[src/rtl/mem_pkg.sv]
// mem_pkg: shared funct3 access codes, LSU state encoding and byte-enable width.
package mem_pkg;
    localparam logic [2:0] F3_B  = 3'b000;
    localparam logic [2:0] F3_H  = 3'b001;
    localparam logic [2:0] F3_W  = 3'b010;
    localparam logic [2:0] F3_BU = 3'b100;
    localparam logic [2:0] F3_HU = 3'b101;
    localparam int BE_W = 4;
    typedef enum logic [1:0] {IDLE, BUSY, DONE} state_t;
endpackage

[src/rtl/mem_stage_lsu_if.sv]
// mem_stage_lsu_if: data-memory request/acknowledge bus between the LSU and memory.
interface mem_stage_lsu_if;
    import mem_pkg::*;
    logic            dmem_req;
    logic            dmem_we;
    logic [31:0]     dmem_addr;
    logic [31:0]     dmem_wdata;
    logic [BE_W-1:0] dmem_be;
    logic [31:0]     dmem_rdata;
    logic            dmem_ack;
    modport master (output dmem_req, dmem_we, dmem_addr, dmem_wdata, dmem_be, input dmem_rdata, dmem_ack);
    modport slave (input dmem_req, dmem_we, dmem_addr, dmem_wdata, dmem_be, output dmem_rdata, dmem_ack);
endinterface

[src/rtl/lsu_load_align.sv]
// lsu_load_align: selects the addressed byte/half lane of a read word and sign/zero extends it.
module lsu_load_align
    import mem_pkg::*;
(
    input  logic [31:0] rdata,
    input  logic [1:0]  addr,
    input  logic [2:0]  funct3,
    output logic [31:0] result
);
    logic [7:0]  b;
    logic [15:0] h;
    always_comb begin
        b = rdata[{addr, 3'b000} +: 8];
        h = addr[1] ? rdata[31:16] : rdata[15:0];
        result = funct3 == F3_B  ? {{24{b[7]}}, b} :
                 funct3 == F3_BU ? {24'h0, b} :
                 funct3 == F3_H  ? {{16{h[15]}}, h} :
                 funct3 == F3_HU ? {16'h0, h} : rdata;
    end
endmodule

[src/rtl/mem_stage_lsu.sv]
// mem_stage_lsu: MEM-stage load/store unit; runs the dmem handshake, stalls the pipe while
// an access is outstanding, formats stores, aligns loads and resolves the branch decision.
module mem_stage_lsu
    import mem_pkg::*;
#(
    parameter int MAX_WAIT = 15
) (
    input  logic               clk,
    input  logic               rst,
    input  logic               mem_memRead,
    input  logic               mem_memWrite,
    input  logic [31:0]        mem_ALUResult,
    input  logic [31:0]        mem_readData2,
    input  logic [2:0]         mem_funct3,
    input  logic               mem_branch,
    input  logic               mem_zeroFlag,
    input  logic [31:0]        mem_branchTargetAddress,
    mem_stage_lsu_if.master    dmem,
    output logic               stall,
    output logic [31:0]        load_data,
    output logic               misalign,
    output logic               bus_err,
    output logic               pcsrc,
    output logic [31:0]        branch_target
);
    state_t      state;
    logic [7:0]  cnt;
    logic [1:0]  lane;
    logic [2:0]  f3;
    logic [31:0] aligned;
    logic        access, is_b, is_h, bad, start;

    // funct3 encodings other than byte and half (incl. 011/110/111) behave as word
    assign access = mem_memRead | mem_memWrite;
    assign is_b = mem_funct3[1:0] == 2'b00;
    assign is_h = mem_funct3[1:0] == 2'b01;
    assign bad = is_h ? mem_ALUResult[0] : !is_b && mem_ALUResult[1:0] != 2'b00;
    assign start = state == IDLE && access && !bad;
    assign misalign = state == IDLE && access && bad;
    assign stall = !rst && (state == BUSY || start);
    assign pcsrc = mem_branch & mem_zeroFlag;
    assign branch_target = mem_branchTargetAddress;

    lsu_load_align u_align (
        .rdata  (dmem.dmem_rdata),
        .addr   (lane),
        .funct3 (f3),
        .result (aligned)
    );

    always_ff @(posedge clk or posedge rst) begin
        if (rst) begin
            state           <= IDLE;
            dmem.dmem_req   <= 1'b0;
            dmem.dmem_we    <= 1'b0;
            dmem.dmem_addr  <= '0;
            dmem.dmem_wdata <= '0;
            dmem.dmem_be    <= '0;
            load_data       <= '0;
            bus_err         <= 1'b0;
            cnt             <= '0;
            lane            <= '0;
            f3              <= '0;
        end else begin
            bus_err <= 1'b0;
            if (start) begin
                state           <= BUSY;
                dmem.dmem_req   <= 1'b1;
                dmem.dmem_we    <= mem_memWrite & !mem_memRead;
                dmem.dmem_addr  <= {mem_ALUResult[31:2], 2'b00};
                dmem.dmem_wdata <= is_b ? {4{mem_readData2[7:0]}} :
                                   is_h ? {2{mem_readData2[15:0]}} : mem_readData2;
                dmem.dmem_be    <= mem_memRead ? {BE_W{1'b1}} :
                                   is_b ? 4'b0001 << mem_ALUResult[1:0] :
                                   is_h ? (mem_ALUResult[1] ? 4'b1100 : 4'b0011) : {BE_W{1'b1}};
                cnt             <= '0;
                lane            <= mem_ALUResult[1:0];
                f3              <= mem_funct3;
            end else if (state == BUSY) begin
                if (dmem.dmem_ack || cnt == 8'(MAX_WAIT - 1)) begin
                    state         <= DONE;
                    dmem.dmem_req <= 1'b0;
                    load_data     <= dmem.dmem_ack ? aligned : 32'h0;
                    bus_err       <= !dmem.dmem_ack;
                end
                cnt <= cnt + 8'd1;
            end else if (state == DONE) begin
                state     <= IDLE;
                load_data <= '0;
            end
        end
    end
endmodule
[src/flat_wrapper.sv]
// flat-port wrapper written by rule: the top's interface ports become plain ports
module mem_stage_lsu_flat import mem_pkg::*;
#(
    parameter int MAX_WAIT = 15
)
  (clk, rst, mem_memRead, mem_memWrite, mem_ALUResult, mem_readData2, mem_funct3, mem_branch, mem_zeroFlag, mem_branchTargetAddress, stall, load_data, misalign, bus_err, pcsrc, branch_target, dmem_dmem_req, dmem_dmem_we, dmem_dmem_addr, dmem_dmem_wdata, dmem_dmem_be, dmem_dmem_rdata, dmem_dmem_ack);
  mem_stage_lsu_if dmem_i ();
  input  logic clk;
  input  logic rst;
  input  logic mem_memRead;
  input  logic mem_memWrite;
  input  logic [31:0] mem_ALUResult;
  input  logic [31:0] mem_readData2;
  input  logic [2:0] mem_funct3;
  input  logic mem_branch;
  input  logic mem_zeroFlag;
  input  logic [31:0] mem_branchTargetAddress;
  output logic stall;
  output logic [31:0] load_data;
  output logic misalign;
  output logic bus_err;
  output logic pcsrc;
  output logic [31:0] branch_target;
  output wire logic [$bits(dmem_i.dmem_req)-1:0] dmem_dmem_req;
  output wire logic [$bits(dmem_i.dmem_we)-1:0] dmem_dmem_we;
  output wire logic [$bits(dmem_i.dmem_addr)-1:0] dmem_dmem_addr;
  output wire logic [$bits(dmem_i.dmem_wdata)-1:0] dmem_dmem_wdata;
  output wire logic [$bits(dmem_i.dmem_be)-1:0] dmem_dmem_be;
  input wire logic [$bits(dmem_i.dmem_rdata)-1:0] dmem_dmem_rdata;
  input wire logic [$bits(dmem_i.dmem_ack)-1:0] dmem_dmem_ack;
  assign dmem_dmem_req = dmem_i.dmem_req;
  assign dmem_dmem_we = dmem_i.dmem_we;
  assign dmem_dmem_addr = dmem_i.dmem_addr;
  assign dmem_dmem_wdata = dmem_i.dmem_wdata;
  assign dmem_dmem_be = dmem_i.dmem_be;
  assign dmem_i.dmem_rdata = dmem_dmem_rdata;
  assign dmem_i.dmem_ack = dmem_dmem_ack;
  mem_stage_lsu #(.MAX_WAIT(MAX_WAIT)) u_core (.clk(clk), .rst(rst), .mem_memRead(mem_memRead), .mem_memWrite(mem_memWrite), .mem_ALUResult(mem_ALUResult), .mem_readData2(mem_readData2), .mem_funct3(mem_funct3), .mem_branch(mem_branch), .mem_zeroFlag(mem_zeroFlag), .mem_branchTargetAddress(mem_branchTargetAddress), .dmem(dmem_i), .stall(stall), .load_data(load_data), .misalign(misalign), .bus_err(bus_err), .pcsrc(pcsrc), .branch_target(branch_target));
endmodule
[config.mk]
export PLATFORM = sky130hd
export DESIGN_NAME = mem_stage_lsu_flat
export DESIGN_NICKNAME = d
export VERILOG_FILES = /design/src/rtl/mem_pkg.sv /design/src/rtl/mem_stage_lsu_if.sv /design/src/rtl/lsu_load_align.sv /design/src/rtl/mem_stage_lsu.sv /design/src/flat_wrapper.sv
export SDC_FILE = /design/constraint.sdc
export NUM_CORES = 1
export LEC_CHECK = 0
export ABC_AREA = 0
export BUFFER_PORTS_ARGS = -buffer_cell sky130_fd_sc_hd__buf_2
export CORE_MARGIN = 1.5
export CORE_UTILIZATION = 51
export DETAILED_ROUTE_END_ITERATION = 7
export PLACE_DENSITY = 0.87
export SLEW_MARGIN = 20
export SYNTH_ARGS = -nofsm -noshare
export SYNTH_HDL_FRONTEND = slang
export SYNTH_SLANG_ARGS = --single-unit
[constraint.sdc]
create_clock -name clk -period 5.76 [get_ports clk]
set_input_delay 1.152 -clock clk [delete_from_list [all_inputs] [get_ports clk]]
set_output_delay 1.152 -clock clk [all_outputs]
set_load 0.01 [all_outputs]
==> impl_metrics.env <==
export IMPL_r2r_slack_ns=2.98
export IMPL_crit_chain="buf_2 > nand2_2 > and3_2 > nor2_1 > nor2_1 > buf_2"
export IMPL_h_tree_depth=4
export IMPL_avgViaCountPerCell=5.44
export IMPL_grt_pass1_vias=4891
export IMPL_hold_viol=0
export IMPL_drt_iter0_drc=337
export IMPL_crit_required_ns=4.61
export IMPL_min_period_ns=3.55
export IMPL_crit_type="in2out"
export IMPL_max_slew_worst_pin_slew_ns=1.08
export IMPL_tritoncts="built"
export IMPL_area_growth_pct=24.3
export IMPL_postSynthAreaPerCell_um2=9.52
export IMPL_root_buffer="clkbuf_16"
export IMPL_synth_cells=619
export IMPL_power_density_nw_per_um2=557
export IMPL_grt_first_pass_wirelength_mm=24.7
export IMPL_dieArea_um2=12200
export IMPL_post_route_period_util_pct=61.7
export IMPL_reg2regPathDepth=6
export IMPL_drv_slew=0
export IMPL_holdCritPathClass="reg2reg"
export IMPL_ir_drop_v=0.000336
export IMPL_synth_compound_area_share_pct=15.1
export IMPL_vias=5061
export IMPL_fillers=930
export IMPL_cts_setup_buffers=0
export IMPL_die_w_um=111
export IMPL_synth_fa_ha_area_share_pct=0.849
export IMPL_startpoint_type="input port"
export IMPL_synth_top_area_cell="dfrtp_1"
export IMPL_totalWireLength_mm=15.5
export IMPL_routedWlPerCell_um=16.7
export IMPL_grt_overflow_total=0
export IMPL_pin_count=276
export IMPL_cts_sinks=116
export IMPL_grt_total_usage_pct=25.7
export IMPL_max_stage_delay_ns=0.47
export IMPL_setup_viol=0
export IMPL_critPathSlowestCell="buf_2"
export IMPL_status="finished clean"
export IMPL_final_util_pct=64.7
export IMPL_yosys_area_share_simple_pct=19.6
export IMPL_clk_pin_slew_ns=0.05
export IMPL_cp_data_arrival_time_ns=2.40
export IMPL_syn_cell_area_um2=5900
export IMPL_fin_nets=916
export IMPL_post_cts_resized=0
export IMPL_timing_hold_ws_ns=0.469
export IMPL_finalWorstSetupSlack_ns=2.21
export IMPL_drive_gt1_share_pct=33.5
export IMPL_insertion_delay_ns=0.42
export IMPL_holdPathStages=2
export IMPL_grt_max_degree=96
export IMPL_antenna_found_initial=2
export IMPL_dp_hpwl_mm=10.9
export IMPL_drv_cap=0
export IMPL_portBuffers=209
export IMPL_regToRegEndpoint="u_core.load_data[4]"
export IMPL_yosys_area_top_type_share_pct=49.2
export IMPL_dpl_cell_area_um2=6690
export IMPL_cp_max_fo=29
export IMPL_globalplace_congestion=0.803
export IMPL_dp_slack_ns=2.03
export IMPL_timing_setup_tns_ns=0
export IMPL_core_um2=11300
export IMPL_cts_buffer_depth=2
export IMPL_skew_ns=0.0202
export IMPL_synthMuxAreaShare_pct=5.75
export IMPL_ys_types=53
export IMPL_rsz0062_at_grt="no"
export IMPL_synth_area_top_cells="dfrtp_1 49%, nand2_1 9.9%, buf_4 4.5%"
export IMPL_min_to="u_core.dmem.dmem_addr[9]"
export IMPL_initial_core_util_pct=52.1
export IMPL_ctsHoldBuffers=0
export IMPL_fp_row_count=39
export IMPL_route_detailed_drc=0
export IMPL_hold_start="u_core.dmem.dmem_addr[9]"
export IMPL_p_leak_nw=3.85
export IMPL_synth_seq_cells=116
export IMPL_fmax_ghz=0.281
export IMPL_yosysWarnings=0
export IMPL_max_slew_margin_pct=28.2
export IMPL_r2r_start="u_core.state[0]"
export IMPL_final_cell_mix="209 x buf_2, 156 x nand2_1, 116 x dfrtp_1"
export IMPL_worstSetupEndpointType="output pin"
export IMPL_numCtsBuffers=17
export IMPL_synth_top_family_by_area="simple AND/OR/NAND/NOR gates"
export IMPL_synth_xor_area_share_pct=0.743
export IMPL_post_route_cell_area_um2=7330
export IMPL_route_antenna_remaining_nets=0
export IMPL_die_h_um=111
export IMPL_drtPass1Iterations=4
export IMPL_seq_area_frac_synth_pct=49.2
export IMPL_final_common_cell="buf_2"
## logic make-up (layout without fill, tap and decap cells)
family / count (synthesis) / after routing
buffers and inverters: 85 / 251
DFF: 116 / 116
other: 1 / 4
and+or+nand+nor: 249 / 249
AOI/OAI and AO/OA: 126 / 126
adders and majority gates: 4 / 4
xor gates and xnor gates: 5 / 5
muxes: 33 / 33
## Yosys cell counts, drive strengths merged
cell       n
a221o      8
clkbuf    15
or3b       1
conb       1
or3        2
nor2      23
a21boi     1
mux2       7
nand4      3
nand3b     7
nor4       2
o31ai      1
xor2       3
and3       1
a211oi     1
or4b       7
nand3      9
or2        1
inv        8
nor3b      2
o41a       1
a21o       2
mux2i     26
a21oi     18
buf       62
o211ai     1
a31oi     14
o21a       2
nand2b     3
nor3       4
nor2b     25
o22ai      8
dfrtp    116
and2       2
a32o       1
xnor2      2
o21bai     3
o2bb2ai   16
ha         4
a22o      15
nand2    157
o21ai     34
## worst max path at each step
stage	to	start	slack (ns)
after floorplan	u_core.bus_err	rst	1.54
after global placement	u_core.load_data[6]	mem_funct3[1]	2.10
after detailed placement	u_core.load_data[4]	mem_funct3[1]	2.03
after CTS	stall	mem_funct3[1]	2.19
after global routing	stall	mem_funct3[1]	2.08
final	stall	mem_funct3[1]	2.21
## layout make-up
class / count / area [um^2] / share of cell area (%)
flip-flops and latches: 116 / 2900 / 39.6
diodes: 2 / 5.00 / 0.0683
clock buffers: 21 / 480 / 6.56
multi-input cells: 419 / 2510 / 34.2
clock inverters: 10 / 153 / 2.08
repair buffers: 212 / 1070 / 14.6
well taps: 143 / 179 / 2.44
inverters: 8 / 32.5 / 0.444
## per-stage QoR
step,total power (W),instances
6_report,0.00408,931
3_3_place_gp,0.00291,898
5_1_grt,0.00435,931
4_1_cts,0.00411,929
2_1_floorplan,0.00246,620
3_5_place_dp,0.00297,898
## worst max-delay path: cells and delay by family
kind	cells	cell delay, ns
AND/OR/NAND/NOR	4	0.65
buffers and inverters	2	0.60
## flip-flops by register name, summed over array words and instances, names as in the netlist
register / count
u_core.dmem.dmem_be: 4
u_core.lane: 2
u_core.dmem.dmem_wdata: 32
u_core.f3: 3
u_core.cnt: 8
u_core.load_data: 32
u_core.dmem.dmem_req: 1
u_core.bus_err: 1
u_core.dmem.dmem_addr: 30
u_core.state: 2
u_core.dmem.dmem_we: 1
## layer usage
layer	up-vias	global-route usage [%]	routed length (um)
met5	-	0	0
met4	0	13.8	425
met3	34	8.34	1310
met2	229	41.3	7640
met1	2397	30.7	6130
li1	2401	-	-
## where the power goes
part,switching [W],leakage [nW],total (W),internal (W)
Clock,0.000363,0.314,0.00113,0.000762
Sequential,0.000283,1.49,0.00146,0.00117
Combinational,0.000853,2.04,0.00150,0.000649
Total,0.00150,3.85,0.00408,0.00258
(Power assumes the default switching activity.)
